--- src/rtl/capture_seq_ctrl.sv ---
// Sequencer for the scope sample FIFO: pre-fill, rolling loop, post-fill, SPI readout.
// Latency: every output is registered, so a strobe follows its causing input by one cycle.
// Backpressure: fifo_full suppresses the write/pop pair and sets sticky overflow; the SPI paces readout.
// Optional build macro AUTO_TRIG_EN adds a LOOP timeout that forces the trigger.
module capture_seq_ctrl #(
  parameter int PRE_NUM      = 400,
  parameter int POST_NUM     = 400,
  parameter int CNT_W        = 11,
  parameter int AUTO_TIMEOUT = 1000000,
  parameter int TO_W         = 20
) (
  input  logic       sys_clk,
  input  logic       sys_rst_n,
  input  logic       arm,
  input  logic       abort,
  input  logic       trig_in,
  input  logic       adc_valid,
  input  logic       fifo_empty,
  input  logic       fifo_full,
  input  logic       spi_rd_req,
  output logic [2:0] fifo_state,
  output logic       fifo_wr_en,
  output logic       fifo_wr_flag,
  output logic       fifo_rd_flag,
  output logic       busy,
  output logic       cap_done,
  output logic       overflow,
  output logic       auto_trig
);

  // State encoding doubles as the fifo_state code seen by the read-side logic.
  typedef enum logic [2:0] {
    ST_IDLE = 3'b111,
    ST_PRE  = 3'b011,
    ST_LOOP = 3'b001,
    ST_POST = 3'b000,
    ST_RD   = 3'b101
  } state_t;

  localparam logic [CNT_W-1:0] PRE_LAST  = CNT_W'(PRE_NUM - 1);
  localparam logic [CNT_W-1:0] POST_LAST = CNT_W'(POST_NUM - 1);
  localparam logic [CNT_W-1:0] RD_LAST   = CNT_W'(PRE_NUM + POST_NUM - 1);

  // Reject configurations whose counters cannot reach their terminal values.
  if (PRE_NUM + POST_NUM >= (1 << CNT_W)) begin : g_bad_cnt_w
    $error("CNT_W too narrow for PRE_NUM+POST_NUM");
  end
  if (AUTO_TIMEOUT >= (1 << TO_W)) begin : g_bad_to_w
    $error("TO_W too narrow for AUTO_TIMEOUT");
  end

  state_t           state_q, state_d;
  logic [CNT_W-1:0] cnt_q, cnt_d;
  logic             arm_pend_q, arm_pend_d;
  logic             trig_q;
  logic             trig_edge;
  logic             to_hit;
  logic             wr_en_d, wr_flag_d, rd_flag_d, cap_done_d, overflow_d, auto_trig_d;

  assign trig_edge  = trig_in & ~trig_q;
  assign fifo_state = state_q;

`ifdef AUTO_TRIG_EN
  logic [TO_W-1:0] to_q;

  // Counts cycles spent in LOOP; any other state holds it at zero so each LOOP entry starts fresh.
  always_ff @(posedge sys_clk or negedge sys_rst_n) begin
    if (!sys_rst_n)              to_q <= '0;
    else if (state_q != ST_LOOP) to_q <= '0;
    else                         to_q <= to_q + 1'b1;
  end

  assign to_hit = (to_q == TO_W'(AUTO_TIMEOUT - 1));
`else
  assign to_hit = 1'b0;
`endif

  // Next-state and next-output decode; abort overrides every other event.
  always_comb begin
    state_d     = state_q;
    cnt_d       = cnt_q;
    arm_pend_d  = arm_pend_q;
    wr_en_d     = 1'b0;
    wr_flag_d   = 1'b0;
    rd_flag_d   = 1'b0;
    cap_done_d  = 1'b0;
    overflow_d  = overflow;
    auto_trig_d = auto_trig;
    if (abort) begin
      state_d    = ST_IDLE;
      cnt_d      = '0;
      arm_pend_d = 1'b0;
    end else begin
      case (state_q)
        ST_IDLE: begin
          // Start only once the read side has drained the previous capture.
          if (arm_pend_q && fifo_empty) begin
            arm_pend_d  = 1'b0;
            overflow_d  = 1'b0;
            auto_trig_d = 1'b0;
            cnt_d       = '0;
            state_d     = ST_PRE;
          end else if (arm) begin
            arm_pend_d = 1'b1;
          end
        end
        ST_PRE: begin
          if (adc_valid) begin
            if (fifo_full) begin
              overflow_d = 1'b1;
            end else begin
              wr_en_d = 1'b1;
              cnt_d   = cnt_q + 1'b1;
              if (cnt_q == PRE_LAST) state_d = ST_LOOP;
            end
          end
        end
        ST_LOOP: begin
          // Paired write+pop keeps the FIFO at pre-trigger depth.
          if (adc_valid) begin
            if (fifo_full) begin
              overflow_d = 1'b1;
            end else begin
              wr_en_d   = 1'b1;
              wr_flag_d = 1'b1;
            end
          end
          if (trig_edge) begin
            state_d = ST_POST;
            cnt_d   = '0;
          end else if (to_hit) begin
            state_d     = ST_POST;
            cnt_d       = '0;
            auto_trig_d = 1'b1;
          end
        end
        ST_POST: begin
          if (adc_valid) begin
            if (fifo_full) begin
              overflow_d = 1'b1;
            end else begin
              wr_en_d = 1'b1;
              cnt_d   = cnt_q + 1'b1;
              if (cnt_q == POST_LAST) begin
                state_d = ST_RD;
                cnt_d   = '0;
              end
            end
          end
        end
        ST_RD: begin
          if (spi_rd_req) begin
            rd_flag_d = 1'b1;
            cnt_d     = cnt_q + 1'b1;
            if (cnt_q == RD_LAST) begin
              cap_done_d = 1'b1;
              state_d    = ST_IDLE;
              cnt_d      = '0;
            end
          end
        end
        default: begin
          state_d = ST_IDLE;
          cnt_d   = '0;
        end
      endcase
    end
  end

  // State, counters and registered outputs.
  always_ff @(posedge sys_clk or negedge sys_rst_n) begin
    if (!sys_rst_n) begin
      state_q      <= ST_IDLE;
      cnt_q        <= '0;
      arm_pend_q   <= 1'b0;
      trig_q       <= 1'b0;
      fifo_wr_en   <= 1'b0;
      fifo_wr_flag <= 1'b0;
      fifo_rd_flag <= 1'b0;
      busy         <= 1'b0;
      cap_done     <= 1'b0;
      overflow     <= 1'b0;
      auto_trig    <= 1'b0;
    end else begin
      state_q      <= state_d;
      cnt_q        <= cnt_d;
      arm_pend_q   <= arm_pend_d;
      trig_q       <= trig_in;
      fifo_wr_en   <= wr_en_d;
      fifo_wr_flag <= wr_flag_d;
      fifo_rd_flag <= rd_flag_d;
      busy         <= (state_d != ST_IDLE);
      cap_done     <= cap_done_d;
      overflow     <= overflow_d;
      auto_trig    <= auto_trig_d;
    end
  end

endmodule

--- config.mk ---
export PLATFORM = sky130hd
export DESIGN_NAME = capture_seq_ctrl
export DESIGN_NICKNAME = d
export VERILOG_FILES = /design/src/rtl/capture_seq_ctrl.sv
export SDC_FILE = /design/constraint.sdc
export NUM_CORES = 1
export LEC_CHECK = 0
export BUFFER_PORTS_ARGS = -buffer_cell sky130_fd_sc_hd__buf_2
export CELL_PAD_IN_SITES_DETAIL_PLACEMENT = 1
export CELL_PAD_IN_SITES_GLOBAL_PLACEMENT = 2
export CORE_MARGIN = 2
export CORE_UTILIZATION = 34
export DETAILED_ROUTE_END_ITERATION = 12
export PLACE_DENSITY_LB_ADDON = 0.1
export SKIP_CTS_REPAIR_TIMING = 1
export SYNTH_ARGS = -nofsm -noshare
export SYNTH_HDL_FRONTEND = slang
export SYNTH_SLANG_ARGS = --single-unit
--- constraint.sdc ---
create_clock -name sys_clk -period 2 [get_ports sys_clk]
set_clock_uncertainty 0.1 [all_clocks]
set_input_delay 0 -clock sys_clk [delete_from_list [all_inputs] [get_ports sys_clk]]
set_output_delay 0 -clock sys_clk [all_outputs]
set_load 0.01 [all_outputs]
======== After elaboration in Yosys (flattened, before gate mapping) ========
Index checks and enable logic that the tools add are counted.
word-level totals
  bits in registers ....................... 22
  output and inout port bits .............. 10
  logic and storage cells ................. 84
cells by class
  add/subtract/negate cells ............... 1
  equal/unequal tests ..................... 17
  muxes and demuxes ....................... 44
  bitwise gates (word level) .............. 3
  reductions and logical operators ........ 9
operators with widths
  operator               number
  $mux 11                10
  $pmux 11 s5            1
  $mux 3                 11
  $ne 3x3->1 const B     8
  $mux 1                 20
  $pmux 3 s5             1
  $add 11x1->11 const B  1
  $eq 11x10->1 const B   1
  $eq 11x9->1 const B    1
  $reduce_and 7->1       1
  $eq 3x3->1 const B     2
  $reduce_and 5->1       1
  $ne 2x1->1 const B     2
  $reduce_bool 2->1      2
  $eq 3x1->1 const B     1
  $eq 3x2->1 const B     1
  $logic_not 3->1        1
  $reduce_bool 3->1      1
  $reduce_or 3->1        1
  $ne 2x2->1 const B     1
  $not 1->1              2
  $pmux 1 s2             1
  $reduce_and 2->1       1
  $and 1x1->1            1
  $logic_and 1x1->1      1

======== Depth between registers and ports, before layout ========
Gate-level depths: netlist of the first run.
  depth in word-level cells ............... 7
  mapped depth ............................ 7
  depth with buffers taken out ............ 6

======== Worst setup path after synthesis of the first run ========
No wires, ideal clock.
  kind .................................... reg2reg
  start point ............................. register state_q[1], in the netlist fifo_state[1]
  end point ............................... register cnt_q[9]
  library setup time ...................... 0.110 ns
  arrival ................................. 1.660 ns
  required time ........................... 1.790 ns
  slack ................................... 0.130 ns
  cell stages (with the launch flop) ...... 6
  buffers on the path ..................... 1
  path through ............................ dfstp_2 > mux4_2 > o22a_2 > buf_6 > a2bb2oi_1 > o41ai_1
between the ends
  cells in the longest elaborated chain, start to end .. 3
ends and longest elaborated chain
  item                                                                 line  source
  start: declaration                                                   52    state_t state_q, state_d;
  start signal: assignment                                             185   state_q <= state_d;
  $eq 3x3->1, or another cell as far along                             94    case (state_q)
  $ne 3x3->1 (no source line) / $pmux 11 s5 (equally long branches)    -
  $reduce_and 7->1 (no source line) / $mux 11 (equally long branches)  -
  end signal: assignment                                               186   cnt_q <= cnt_d;
  end: declaration                                                     53    logic [CNT_W-1:0] cnt_q, cnt_d;
Several ways; a longest one is shown, not always the timed one.
A chain may end at the register's enable or synchronous reset.

======== Worst setup path after layout of the first run ========
  start point ............................. register cnt_q[5]
  end point ............................... register cnt_q[3]
between the ends
  cells in the longest elaborated chain, start to end .. 6
ends and longest elaborated chain
  item             line  source
  $eq 11x9->1      144   if (cnt_q == POST_LAST) begin
  $mux 11          144
  $mux 11          139   if (fifo_full) begin
  $mux 11          138   if (adc_valid) begin
  $pmux 11 s5 (*)  94
  $mux 11 (*)      89    if (abort) begin
Mark *: on every way between the ends. The rest lies on a longest branch, timed or not. The select of a mux whose other input is x is not followed.

==> results of run 1 <==
## power by group through the flow
stage	Combinational [mW]	Sequential (mW)	Clock [mW]
5_1_grt	0.130	0.469	0.320
2_1_floorplan	0.0595	0.474	0
6_report	0.118	0.467	0.291
3_5_place_dp	0.106	0.475	0
3_3_place_gp	0.106	0.474	0
4_1_cts	0.106	0.467	0.300
## sequential cells by signal, indices dropped and copies added (netlist names)
register      cells
cnt_q            11
fifo_state        3
arm_pend_q        1
busy              1
cap_done          1
fifo_rd_flag      1
fifo_wr_en        1
fifo_wr_flag      1
overflow          1
trig_q            1
## worst max-delay path, cell delays in order, from the launching register on
cell,delay (ns)
dfrtp_1,0.39
or3_4,0.42
o31ai_4,0.36
a31oi_4,0.14
buf_4,0.18
a22oi_2,0.12
o31ai_1,0.09
## synthesized netlist by cell type, types with 3 or more instances
library cell	n	area share, %
dfrtp_1	19	36
nand3_1	18	6.8
nand2_1	15	4.2
nor2_1	10	2.8
a21oi_1	6	2.3
nand4_1	4	1.9
and2_1	3	1.4
and3_1	3	1.4
clkbuf_1	3	0.85
dfstp_2	3	5.9
nand2b_1	3	1.4
nand3b_1	3	1.7
nand4b_1	3	2.0
nor2b_1	3	1.4
nor3_1	3	1.1
## cell families (layout without fill, tap and decap cells)
logic type                 count (synthesis)  count (layout)  share of synthesized area (%)
muxes                                      1               1                           1.69
buffers and inverters                     10              40                           4.43
AOI/OAI and AO/OA                         26              26                           16.1
xor gates and xnor gates                   1               1                          0.659
adders and majority gates                  1               1                          0.941
DFF                                       22              22                           41.7
and+or+nand+nor                           81              81                           34.2
other                                      1               1                          0.282
## final cells by class
cell class / count / share of cell area [%]
Timing Repair Buffer: 34 / 14.5
Inverter: 2 / 0.457
Sequential cell: 22 / 33.7
Clock buffer: 4 / 2.74
Tap cell: 48 / 3.65
Multi-Input combinational cell: 111 / 45.0
## final timing paths
check,startpoint,endpoint,slack (ns),cells past startpoint
worst max-delay path,cnt_q[5],cnt_q[3],0.07,6
worst min-delay path,adc_valid,fifo_wr_en,0.06,3
worst max register to register,cnt_q[5],cnt_q[3],0.07,6
worst min register to register,overflow,overflow,0.46,2
max in group asynchronous,sys_rst_n,fifo_state[1],1.29,2
min in group asynchronous,sys_rst_n,cnt_q[9],0.14,2
## routing by layer
layer	wire length, um	global-route usage, %
met5	0	0
met4	57	4.59
met3	100	2.36
met2	1660	29.6
met1	1850	26.2
==> metrics.yaml, run 1 <==
outcome:
  status: "completed"
cts:
  numCtsBuffers: 3
  clk_pin_slew_worst_paths_ns: 0.08
  h-tree-depth: 1
  cts_tree: "done"
  cts-root-buf: "clkbuf_8"
  worst_skew_pair.late_latency_ns: 0.26
  cts_sinks: 22
  cts.path.max_buffers: 2
floorplan:
  initial_core_util_pct: 35.8
  die_w_um: 66.5
  io_pins: 19
  row_count: 22
  die_y_um: 66.5
  dieArea_sq_mm: 0.00442
  coreArea_sq_mm: 0.00372
placement:
  numPortBuffers: 17
  gp_congestion: 0.773
  placed_cell_area_sq_mm: 0.00153
  placedCellCount: 212
  dp_slack_ns: -0.00466
  dpl.hpwl_um: 2640
power_and_ir_drop:
  p_leak_nw: 0.709
  power_density_mw_per_mm2: 532
  pwr-share-comb_pct: 13.5
  irDropWorstVdd_v: 0.000180
  p_seq_share_pct: 53.3
  p_int_mw: 0.652
  netSwitchingPower_mw: 0.223
  p_sw_share_pct: 25.5
  power_frac_clock_pct: 33.2
  total_power_mw: 0.875
setup_path:
  end_kind: "flop"
  critPathLaunchType: "flop"
  required_ns: 2.05
  crit_type: "flop to flop"
  worst_ep_arrival_time_ns: 1.98
  worstPathMaxFanout: 7
routing:
  dr.pass1.iters: 4
  wirelength_um: 3670
  wl_per_cell_um: 16.6
  vias: 1213
  via_per_inst: 5.49
  ant_nets: 0
  drtIter0Drc: 68
  drc: 0
global_route:
  grt_max_degree: 23
  overflow: 0
  grt_pass1_wl_um: 6240
  antenna_found_initial: 0
  track_usage_pct: 18.4
  grt_pass1_vias: 1293
timing:
  finalCritPeriodShare_pct: 96.3
  post-route-min-period_ns: 1.93
  relSlewSlack_pct: 65.0
  fin_ws_ns: 0.0740
  tightest_slew_ns: 0.525
  holdWs_ns: 0.0608
  rsz0062_at_grt: "no"
  finalSetupViolations: 0
  tns_ns: 0
  final_hold_viol_count: 0
  slew_violations: 0
  clock.fmax_mhz: 519
synthesis:
  async_flop_share_pct: 100
  synthFlopType: "dfrtp_1"
  yosys_warnings: 0
  ys_seq_area_share_pct: 41.7
  synthesis.nets: 153
  syn_inst: 143
  ys_ff_latch: 22
  synth_area_per_cell_sq_um: 9.29
  netlist_area_sq_mm: 0.00133
  synth_cell_types: 49
  synth_edf_count: 0
cells_and_area:
  layout_common_cells: "dfrtp_1 (19), nand3_1 (17), buf_2 (17), nand2_1 (15), buf_4 (11)"
  syn_to_final_growth_pct: 23.7
  n_antenna_cell: 0
  stdcell_count: 221
  drive_gt1_share_pct: 28.3
  fillCellCount: 446
  final_area_sq_mm: 0.00164
  final_util_pct: 44.2
  layout_commonest_cell: "dfrtp_1"
  seqCellArea_sq_um: 554
  multi_input_area_sq_um: 739
  nNetsFinal: 184
flow_run:
  cap_violations: 0
min_path:
  hold_class: "primary input to flop"
Note: power is estimated with default switching activity, not from simulation.
==> run 2: changes to the inputs <==
ABC_AREA = 1   (was unset)
CORE_UTILIZATION = 31   (was 34)
==> run 2 against run 1 <==
Fmax grew 7.8%; final cell count up 41%; total power increased by 72%; synthesized cell count grew 59%; die area grew 20%; sequential share of layout area decreased by 2.1 points; clock power is 14% higher; via count is 19% higher; register-to-register slack improved by 0.14 ns; worst hold slack better by 0.035 ns; cell area grew 6.7%; highest routed layer unchanged.
==> metrics.yaml, run 2 <==
cells_and_area:
  syn_to_final_growth_pct: 19.6
  seqCellArea_sq_um: 554  # unchanged
  layout_commonest_cell: "nand2_1"
  drive_gt1_share_pct: 17.1  # -11 points
  nNetsFinal: 268  # +46%
  layout_common_cells: "nand2_1 (75), nor2_1 (36), inv_1 (31), nand3_1 (25), dfrtp_1 (19)"
  fillCellCount: 628  # +41%
  final_util_pct: 37.9  # -6.4 points
  top_register: "cnt_q"
  n_antenna_cell: 0  # unchanged
  largest_reg_flops: 11  # unchanged
  multi_input_area_sq_um: 761  # +2.9%
cts:
  cts-root-buf: "clkbuf_8"
  cts_tree: "done"
  cts_sinks: 22  # unchanged
  h-tree-depth: 1  # unchanged
  numCtsBuffers: 3  # unchanged
  cts.path.max_buffers: 2  # unchanged
  worst_skew_pair.late_latency_ns: 0.27  # about the same
  clk_pin_slew_worst_paths_ns: 0.09  # about the same
timing:
  slew_violations: 0  # unchanged
  post-route-min-period_ns: 1.79  # -0.139 ns
  tightest_slew_ns: 0.527  # +0.00254 ns
  rsz0062_at_grt: "no"
  finalCritPeriodShare_pct: 89.3  # -7.0 points
  finalSetupViolations: 0  # unchanged
  clock.fmax_mhz: 560  # +7.8%
  tns_ns: 0  # unchanged
  final_hold_viol_count: 0  # unchanged
  relSlewSlack_pct: 64.8  # -0.17 points
synthesis:
  synth_commonest_cells: "nand2_1 (75), nor2_1 (36), inv_1 (31), nand3_1 (25), dfrtp_1 (19)"
  synth_edf_count: 0  # unchanged
  synth_area_per_cell_sq_um: 6.43  # -31%
  syn_inst: 228  # +59%
  netlist_area_sq_mm: 0.00147  # +10%
  synthesis.nets: 238  # +56%
  ys_ff_latch: 22  # unchanged
  ys_seq_area_share_pct: 37.8  # -3.9 points
  synthFlopType: "dfrtp_1"
  yosysMostFrequentCell: "nand2_1"
  yosys_warnings: 0  # unchanged
  synth_area_leaders: "dfrtp_1 (32%), nand2_1 (19%), nor2_1 (9.2%)"
  async_flop_share_pct: 100  # unchanged
  synth_cell_types: 26  # -47%
  yosys.area.top_type_share_pct: 32.4  # -3.4 points
  yosysTopAreaCell: "dfrtp_1"
setup_path:
  required_ns: 2.06  # about the same
  timing.rr.end: "cnt_q[4]"
  cp_num_buf_inv: 3  # +2
  path_delay_family: "simple AND/OR/NAND/NOR gates"
  worst_ep_arrival_time_ns: 1.85  # -0.13 ns
  crit_type: "flop to flop"
  reg2reg_slack_ns: 0.21  # +0.14 ns
  timing.rr.start: "fifo_state[2]"
  rr_worst_depth: 11  # +5
  critical_path.cell_chain: "nor2_1, nand2_2, inv_2, nand2_1, nand2_2, nor2_4, nand2_4, inv_6, nand2_1, nand2_1, inv_1"
  crit_path_frequent_cell: "nand2_1"
  critPathLaunchType: "flop"
  worstPathMaxFanout: 8  # +1
  max_stage_delay_ns: 0.60  # +0.18 ns
  cp_slowest_cell: "dfstp_2"
  end_kind: "flop"
placement:
  numPortBuffers: 17  # unchanged
  gp_congestion: 0.731  # -5.5%
  dpl.hpwl_um: 3370  # +27%
min_path:
  holdPathStages: 6  # +3
  holdCritStartpoint: "fifo_empty"
  min_to: "overflow"
  hold_class: "primary input to flop"
global_route:
  antenna_found_initial: 0  # unchanged
  overflow: 0  # unchanged
  grt_max_degree: 23  # unchanged
  grt_pass1_wl_um: 6990  # +12%
  track_usage_pct: 17.3  # -1.1 points
  grt_pass1_vias: 1477  # +14%
floorplan:
  coreArea_sq_mm: 0.00463  # +25%
  io_pins: 19  # unchanged
  die_w_um: 72.8  # +9.4%
  die_y_um: 72.8  # +9.4%
  initial_core_util_pct: 31.7  # -4.1 points
  dieArea_sq_mm: 0.00530  # +20%
  row_count: 25  # +14%
outcome:
  status: "completed"
routing:
  wl_per_cell_um: 13.4  # -19%
  ant_nets: 0  # unchanged
  dr.pass1.iters: 4  # unchanged
  wirelength_um: 4170  # +14%
  drtIter0Drc: 28  # -59%
  drc: 0  # unchanged
  vias: 1447  # +19%
  via_per_inst: 4.65  # -15%
power_and_ir_drop:
  irDropWorstVdd_v: 0.000457  # +150%
  p_leak_nw: 1.01  # +43%
  power_density_mw_per_mm2: 861  # +62%
flow_run:
  cap_violations: 0  # unchanged
run 2: changes by cell type in the layout (fill, tap and decap cells not counted), moves of 5 or more:
cell / delta
nand2_1: +60
inv_1: +29
nor2_1: +26
buf_4: -10
nand3_1: +8
nand2_2: +6
inv_2: +5
run 2: area by class of cell:
cell class / instances / area share [%]
clock buffer: 4 / 3.14
inverter: 37 / 8.20
multi-input combinational: 168 / 43.4
sequential: 22 / 31.6
tap: 54 / 3.85
timing repair buffer: 26 / 9.84
run 2: cells by family (layout without fill, tap and decap cells):
family                     after synthesis  after routing  share of synthesized area, %
AOI/OAI and AO/OA                       12             12                          5.29
adders and majority gates                1              1                         0.853
buffers and inverters                   38             67                          10.3
DFF                                     22             22                          37.8
other                                    1              1                         0.256
and+or+nand+nor                        154            154                          45.5
run 2: worst max-delay path by stage:
stage	start	endpoint	slack (ns)	cells past startpoint
2_1_floorplan	fifo_state[2]	cnt_q[4]	0.41	11
3_3_place_gp	fifo_state[1]	cnt_q[4]	0.20	9
3_5_place_dp	fifo_state[2]	cnt_q[4]	0.19	11
4_1_cts	fifo_state[1]	cnt_q[4]	0.18	9
5_1_grt	fifo_state[0]	arm_pend_q	0.06	5
6_report	fifo_state[2]	cnt_q[4]	0.21	11
run 2: report_power, final:
part,switching [mW],internal [mW],total (mW)
logic,0.416,0.200,0.616
registers,0.0507,0.512,0.562
clock network,0.156,0.176,0.332
total,0.623,0.887,1.51
run 2: routing by layer:
metal	vias up	routed length [um]	part of all wire (%)	global-route usage [%]
met5	-	0	0	0
met4	0	51	1.2	4.94
met3	5	56	1.3	2.07
met2	17	2030	49	31.4
met1	675	2030	49	21.4
li1	750	-	-	-
run 2: per-stage QoR:
| step | hold slack [ns] | setup slack [ns] | cells | instance area [sq um] | power (mW) |
|---|---|---|---|---|---|
| 5_1_grt | 0.181 | 0.0632 | 311 | 1750 | 1.64 |
| 3_5_place_dp | -0.0874 | 0.194 | 299 | 1620 | 1.19 |
| 4_1_cts | -0.384 | 0.179 | 303 | 1670 | 1.52 |
| 2_1_floorplan | -0.396 | 0.414 | 228 | 1470 | 0.984 |
| 6_report | 0.0954 | 0.213 | 311 | 1750 | 1.51 |
| 3_3_place_gp | -0.0940 | 0.201 | 299 | 1620 | 1.18 |
run 2: worst register-to-register path, cell delays in order (launching register included):
cell	delay [ns]
dfstp_2	0.60
nor2_1	0.08
nand2_2	0.07
inv_2	0.08
nand2_1	0.08
nand2_2	0.06
nor2_4	0.21
nand2_4	0.14
inv_6	0.11
nand2_1	0.06
nand2_1	0.07
inv_1	0.04
==> run 3: changes to the inputs <==
BUFFER_PORTS_ARGS = -buffer_cell sky130_fd_sc_hd__buf_4   (was -buffer_cell sky130_fd_sc_hd__buf_2)
==> run 3 against run 2 <==
First-iteration DRC count grew 21%; worst hold slack got worse by 0.025 ns; global-route usage rose by 0.28 points; critical path type unchanged; sequential power hardly changed; wire length is 2.1% higher; die area stayed put.
==> metrics.yaml, run 3 (same netlist as run 2, synthesis figures left out) <==
global_route:
  grt_max_degree: 23  # unchanged
  overflow: 0  # unchanged
  track_usage_pct: 17.6  # +0.28 points
  grt_pass1_vias: 1527  # +3.4%
  grt_pass1_wl_um: 7120  # +1.9%
  antenna_found_initial: 0  # unchanged
outcome:
  status: "completed"
timing:
  slew_violations: 0  # unchanged
  finalSetupViolations: 0  # unchanged
  post-route-min-period_ns: 1.82  # +0.0372 ns
  rsz0062_at_grt: "no"
  tns_ns: 0  # unchanged
  final_hold_viol_count: 0  # unchanged
  finalCritPeriodShare_pct: 91.2  # +1.9 points
  clock.fmax_mhz: 548  # -2.0%
  fin_ws_ns: 0.176  # -0.0372 ns
min_path:
  hold_class: "primary input to async pin"
floorplan:
  dieArea_sq_mm: 0.00530  # unchanged
  row_count: 25  # unchanged
  initial_core_util_pct: 31.7  # unchanged
  coreArea_sq_mm: 0.00463  # unchanged
  die_y_um: 72.8  # unchanged
  die_w_um: 72.8  # unchanged
  io_pins: 19  # unchanged
cts:
  cts-root-buf: "clkbuf_8"
  cts_sinks: 22  # unchanged
  h-tree-depth: 1  # unchanged
  numCtsBuffers: 3  # unchanged
  cts_tree: "done"
  clk_pin_slew_worst_paths_ns: 0.09  # about the same
  cts.path.max_buffers: 2  # unchanged
  worst_skew_pair.late_latency_ns: 0.26  # about the same
setup_path:
  cp_slowest_cell: "dfstp_2"
  path_delay_family: "flip-flops"
  critPathLaunchType: "flop"
  cp_num_buf_inv: 1  # -2
  max_stage_delay_ns: 0.62  # +0.02 ns
  critical_path.cell_chain: "nand3_1, nand2_1, a21oi_1, a21oi_1, dlygate4sd3_1"
  worst_ep_arrival_time_ns: 1.93  # +0.08 ns
  required_ns: 2.11  # +0.05 ns
  crit_type: "flop to flop"
  end_kind: "flop"
  crit_path_frequent_cell: "a21oi_1"
  worstPathMaxFanout: 8  # unchanged
placement:
  placed_cell_area_sq_mm: 0.00166  # +2.6%
  dp_slack_ns: 0.202  # +0.00801 ns
  numPortBuffers: 17  # unchanged
  dpl.hpwl_um: 3310  # -1.8%
  gp_congestion: 0.769  # +5.3%
power_and_ir_drop:
  p_leak_nw: 1.02  # +1.2%
  irDropWorstVdd_v: 0.000343  # -25%
  total_power_mw: 1.54  # +1.9%
  power_density_mw_per_mm2: 856  # -0.55%
cells_and_area:
  layout_common_cells: "nand2_1 (75), nor2_1 (36), inv_1 (31), nand3_1 (25), dfrtp_1 (19)"
  seqCellArea_sq_um: 554  # unchanged
  layout_commonest_cell: "nand2_1"
  n_antenna_cell: 0  # unchanged
  final_area_sq_mm: 0.00180  # +2.4%
  largest_reg_flops: 11  # unchanged
  nNetsFinal: 268  # unchanged
  final_util_pct: 38.8  # +0.92 points
  drive_gt1_share_pct: 17.1  # unchanged
  fillCellCount: 634  # +0.96%
  multi_input_area_sq_um: 761  # unchanged
  syn_to_final_growth_pct: 22.5
  top_register: "cnt_q"
routing:
  drtIter0Drc: 34  # +21%
  via_per_inst: 4.69  # +0.90%
  drc: 0  # unchanged
  dr.pass1.iters: 4  # unchanged
  wirelength_um: 4260  # +2.1%
  ant_nets: 0  # unchanged
  vias: 1460  # +0.90%
  wl_per_cell_um: 13.7  # +2.1%
flow_run:
  cap_violations: 0  # unchanged
run 3: path summary, 6_finish.rpt:
kind,startpoint,end,slack [ns],cells past startpoint
worst min-delay path,sys_rst_n,cnt_q[7],0.07,2
max in group asynchronous,sys_rst_n,fifo_state[2],1.44,2
worst max register to register,fifo_state[0],arm_pend_q,0.18,5
worst min register to register,overflow,overflow,0.44,2
min in group sys_clk,fifo_empty,overflow,0.12,6
worst max-delay path,fifo_state[0],arm_pend_q,0.18,5
run 3: layout make-up:
class,instances,area share [%]
clock buffer,4,3.06
multi-input combinational,168,42.3
tap,54,3.76
sequential,22,30.8
inverter,37,8.01
timing repair buffer,26,12.0
run 3: worst register-to-register path: stages (launching register included):
cell	delay (ns)
dfstp_2	0.62
nand3_1	0.15
nand2_1	0.15
a21oi_1	0.08
a21oi_1	0.11
dlygate4sd3_1	0.56
run 3: layer usage:
| metal | vias to the layer above | wire (um) | GRT usage [%] |
|---|---|---|---|
| li1 | 756 | - | - |
| met1 | 690 | 2030 | 22.3 |
| met2 | 12 | 2140 | 31.8 |
| met3 | 2 | 62 | 2.21 |
| met4 | 0 | 25 | 3.70 |
| met5 | - | 0 | 0 |
run 3: metrics by stage:
stage               instances  hold slack (ns)
floorplan                 228           -0.396
global placement          299           -0.188
detailed placement        299           -0.175
CTS                       303           -0.475
global route              311           0.0850
finish                    311           0.0702
run 3: power by group:
| group | switching [mW] | leakage [nW] | total, mW | internal, mW |
|---|---|---|---|---|
| logic | 0.419 | 0.704 | 0.644 | 0.225 |
| clock network | 0.156 | 0.0288 | 0.332 | 0.176 |
| registers | 0.0511 | 0.291 | 0.563 | 0.512 |
| total | 0.626 | 1.02 | 1.54 | 0.912 |
